File: src/rtl/remote_cmd_tx.sv
// remote_cmd_tx: sends a 16-bit command as back-to-back 8N1 UART frames, high byte first
// Ports: clk, rst_n (async active-low) | cmd[15:0], snd_cmd (accepted only when idle)
//        TX (serial line, idle high), busy (accept..last stop bit), cmd_sent (sticky done)
// Option: CMD_TX_CHKSUM_EN appends a third frame carrying cmd[15:8]^cmd[7:0]
module remote_cmd_tx #(
    parameter int BAUD_DIV = 2604
) (
    input  logic        clk,
    input  logic        rst_n,
    input  logic [15:0] cmd,
    input  logic        snd_cmd,
    output logic        TX,
    output logic        busy,
    output logic        cmd_sent
);
    localparam logic [1:0] IDLE = 2'd0;
    localparam logic [1:0] HIGH = 2'd1;
    localparam logic [1:0] LOW  = 2'd2;
`ifdef CMD_TX_CHKSUM_EN
    localparam logic [1:0] CHK  = 2'd3;
`endif
    localparam logic [15:0] BAUD_LAST = 16'(BAUD_DIV - 1);

    logic [1:0]  state, next_state;
    logic [15:0] hold, baud_cnt;
    logic [3:0]  bit_cnt;
    logic [9:0]  shift;
    logic [7:0]  next_byte;
    logic        bit_end, frame_end;

    always_comb begin
        bit_end   = baud_cnt == BAUD_LAST;
        frame_end = bit_cnt == 4'd9;
`ifdef CMD_TX_CHKSUM_EN
        next_state = state == HIGH ? LOW : state == LOW ? CHK : IDLE;
        next_byte  = state == HIGH ? hold[7:0] : hold[15:8] ^ hold[7:0];
`else
        next_state = state == HIGH ? LOW : IDLE;
        next_byte  = hold[7:0];
`endif
    end

    // TX trails the shift register by one clock, so the start bit appears the edge after accept
    // and completion is flagged one clock after the FSM returns to IDLE.
    always_ff @(posedge clk or negedge rst_n) begin
        if (!rst_n) begin
            TX       <= 1'b1;
            busy     <= 1'b0;
            cmd_sent <= 1'b0;
            state    <= IDLE;
            hold     <= '0;
            shift    <= '0;
            baud_cnt <= '0;
            bit_cnt  <= '0;
        end else begin
            TX <= busy ? shift[0] : 1'b1;
            if (snd_cmd && !busy) begin
                hold     <= cmd;
                busy     <= 1'b1;
                cmd_sent <= 1'b0;
                state    <= HIGH;
                baud_cnt <= '0;
                bit_cnt  <= '0;
                shift    <= {1'b1, cmd[15:8], 1'b0};
            end else if (state == IDLE) begin
                if (busy) begin
                    busy     <= 1'b0;
                    cmd_sent <= 1'b1;
                end
            end else if (bit_end) begin
                baud_cnt <= '0;
                if (frame_end) begin
                    bit_cnt <= '0;
                    state   <= next_state;
                    shift   <= next_state == IDLE ? '1 : {1'b1, next_byte, 1'b0};
                end else begin
                    bit_cnt <= bit_cnt + 4'd1;
                    shift   <= {1'b1, shift[9:1]};
                end
            end else begin
                baud_cnt <= baud_cnt + 16'd1;
            end
        end
    end
endmodule

File: config.mk
export PLATFORM = sky130hd
export DESIGN_NAME = remote_cmd_tx
export DESIGN_NICKNAME = d
export VERILOG_FILES = /design/src/rtl/remote_cmd_tx.sv
export SDC_FILE = /design/constraint.sdc
export NUM_CORES = 1
export LEC_CHECK = 0
export ABC_AREA = 0
export ABC_CLOCK_PERIOD_IN_PS = 3800
export CAP_MARGIN = 10
export CORE_ASPECT_RATIO = 0.9
export CORE_UTILIZATION = 60
export CTS_BUF_LIST = sky130_fd_sc_hd__clkbuf_4
export DETAILED_ROUTE_END_ITERATION = 6
export GPL_TIMING_DRIVEN = 0
export PLACE_DENSITY = 0.85
export RECOVER_POWER = 100
export SYNTH_ARGS = -nofsm -noshare
export SYNTH_HDL_FRONTEND = slang
export SYNTH_SLANG_ARGS = --single-unit
File: constraint.sdc
create_clock -name clk -period 3.8 [get_ports clk]
set_input_delay 0.95 -clock clk [delete_from_list [all_inputs] [get_ports clk]]
set_output_delay 0.95 -clock clk [all_outputs]
set_load 0.01 [all_outputs]
==> flow_metrics.py <==
metrics = {
    "placement": {
        "port_buffers": 21,
        "dp.cells": 308,
        "dp_slack_ns": 0.767,
        "dp_hpwl_mm": 3.75,
        "gp_congestion": 0.863,
        "dpl-instance-area_mm2": 0.00256,
    },
    "yosys": {
        "yosys.area.top_type": "dfrtp_1",
        "synth_flop_cell": "dfrtp_1",
        "ys_seq_elements": 43,
        "syn_area_mm2": 0.00228,
        "yosysSeqAreaShare_pct": 47.3,
        "synth_fp_nets": 264,
        "synthArstFlopShare_pct": 100,
        "synth.top_cell.area_share_pct": 46.1,
        "yosys-top-cells-area": "dfrtp_1 46%, nand2_1 6.8%, mux2_2 5.4%, nor2_1 3.5%, o31ai_1 3.3%",
        "synth_edf_count": 0,
        "yosys_warnings": 0,
        "ys_types": 48,
        "syn_area_per_cell_um2": 9.42,
        "postSynthCellCount": 242,
    },
    "worst_setup_path": {
        "cp-end-kind": "register",
        "reg2reg_from": "baud_cnt[0]",
        "r2r-end": "bit_cnt[1]",
        "cpMostUsedCell": "clkbuf_1",
        "cp.arrival_ns": 3.22,
        "cp_cell_sequence": "dlygate4sd3_1, nor2b_1, clkbuf_1, clkbuf_1, clkbuf_1, nand2_1, nand2_1",
        "reg2reg_depth": 6,
        "slowest_delay_ns": 0.59,
        "critPathKind": "in -> reg",
        "worst-path-max-fanout": 10,
        "crit_slowest_cell": "dlygate4sd3_1",
        "required_ns": 4.11,
        "startpoint_type": "input port",
        "reg2reg_slack_ns": 1.35,
    },
    "clocking": {
        "cts.sinks": 43,
        "post-cts-setup-buffers": 0,
        "clock_latency_ns": 0.37,
        "root_buffer": "clkbuf_4",
        "cts_buffers": 5,
        "cts_buffer_depth": 2,
        "cts_tree": "yes",
        "hold_buffers": 0,
        "h-tree-depth": 2,
        "cts_resized": 0,
        "clk_pin_slew_ns": 0.13,
    },
    "timing": {
        "rsz0062_at_grt": "no",
        "slew_viol_final": 0,
        "fin_ws_ns": 0.886,
        "finClkSkew_ns": 0.0121,
        "hold_viol": 0,
        "fin_crit_sh_pct": 76.7,
        "finalSetupViolCount": 0,
        "fmax_mhz": 343,
        "min_period_ns": 2.91,
        "worst_pin_slew_ns": 1.39,
        "finalSetupTns_ns": 0,
        "slew_headroom_pct": 7.66,
        "hold_ws_ns": 0.495,
    },
    "hold_path": {
        "min_from": "shift[9]",
        "hold_class": "reg -> reg",
        "holdPathEnd": "shift[9]",
        "min_path_cells": 1,
    },
    "job": {
        "drv_cap": 0,
    },
    "power": {
        "ir_drop_v": 0.000256,
        "power.density_mw_per_mm2": 452,
        "total_power_mw": 1.18,
        "p_leak_nw": 1.08,
    },
    "route": {
        "drt_iter0_markers": 257,
        "ant_nets": 0,
        "drtPass1Iterations": 5,
        "wl_per_cell_um": 16.7,
        "viasPerCell": 6.28,
        "wirelength_mm": 5.26,
        "num_vias": 1986,
        "drc": 0,
    },
    "global_routing": {
        "grtUsageTotal_pct": 30.5,
        "grt_pass1_vias": 1872,
        "grt_antenna_before_repair": 0,
        "grt_max_degree": 28,
        "grt_overflow": 0,
        "grt_pass1_wl_mm": 8.97,
    },
    "layout": {
        "instances_no_fill": 316,
        "antenna_cells": 0,
        "nNetsFinal": 293,
        "layout-drive-gt1-share_pct": 11.4,
        "nFillCells": 269,
        "final_cell_area_mm2": 0.00261,
        "fin_util_pct": 74.6,
        "area_growth_syn_to_layout_pct": 14.7,
    },
    "floorplan": {
        "fp.dieH_um": 60.5,
        "pin_count": 22,
        "rows": 20,
        "core_area_mm2": 0.00350,
        "die_area_mm2": 0.00405,
        "die_w_um": 67.0,
        "start_util_pct": 65.0,
    },
    "outcome": {
        "outcome": "completed",
    },
}
==> cells in the mapped netlist (5+ instances only) <==
cell type,n
dfrtp_1,42
nand2_1,41
nor2_1,21
nor3_1,13
mux2_2,11
o31ai_1,10
a21oi_1,8
a31oi_1,7
clkbuf_1,6
o21ai_0,6
nand3_1,5
xnor2_1,5
==> worst max path at each step <==
stage / start / to / slack, ns / depth (start not counted)
final: snd_cmd / hold[5] / 0.89 / 7
after global placement: rst_n / baud_cnt[15] / 0.68 / 1
after floorplan: snd_cmd / baud_cnt[10] / 1.63 / 5
after detailed placement: snd_cmd / hold[5] / 0.77 / 7
after CTS: snd_cmd / hold[5] / 1.12 / 7
after global routing: snd_cmd / hold[7] / 0.75 / 7
==> sequential cells by signal, summed over array words and instances, names as in the netlist <==
register  count
state         2
shift        10
busy          1
cmd_sent      1
bit_cnt       4
baud_cnt     16
TX            1
hold          8
==> worst max-delay path, delay by kind of cell <==
family / cells / cell delay [ns]
AND/OR/NAND/NOR: 3 / 0.44
buffers and inverters: 4 / 1.84
==> cells in the final DEF (no fill, tap or decap), types with 2 or more instances in the layout <==
master and count:
inv_1 4, clkdlybuf4s50_1 16, clkbuf_4 5, nor4_1 2, a21oi_1 8, dlygate4sd3_1 4, clkbuf_1 12, and4bb_2 2
and4_1 3, mux2_2 11, nor4b_1 2, nor3_1 13, nand2_1 41, nor2_1 22, o21ai_0 6, or2_2 2
nand3b_1 3, nand3_1 5, or4_1 4, nand2b_1 4, o31ai_1 10, ha_1 3, xnor2_1 5, xor2_1 3
a31oi_1 7, nand4_1 4, a211oi_1 3, dfrtp_1 42, buf_2 2
==> layout make-up <==
cell class | instances | area (um2) | share of cell area, %
buffer | 14 | 58.8 | 2.25
clock inverter | 3 | 38.8 | 1.48
multi-input combinational | 181 | 1120 | 43.0
timing repair buffer | 22 | 208 | 7.95
clock buffer | 5 | 37.5 | 1.44
inverter | 4 | 15.0 | 0.575
sequential | 43 | 1080 | 41.2
tap | 44 | 55.1 | 2.11
==> kinds of logic (layout without fill, tap and decap cells) <==
family | after synthesis | count (layout) | share of synthesized area [%]
buf+inv | 18 | 48 | 3.35
flops | 43 | 43 | 47.3
fa+ha+maj | 3 | 3 | 1.65
mux | 12 | 12 | 5.88
compound gates | 39 | 39 | 11.2
xor+xnor | 8 | 8 | 3.08
simple gates | 119 | 119 | 27.6
==> power breakdown <==
group / total (mW) / switching (mW) / internal (mW)
Sequential: 0.624 / 0.0876 / 0.537
Clock: 0.288 / 0.152 / 0.135
Combinational: 0.270 / 0.135 / 0.135
==> metal layers <==
layer  routed length [um]  track usage, %
met1                 2490            43.7
met2                 2400            47.0
met3                  314            5.64
met4                   54            10.0
met5                    0               0
(Power assumes the default switching activity.)
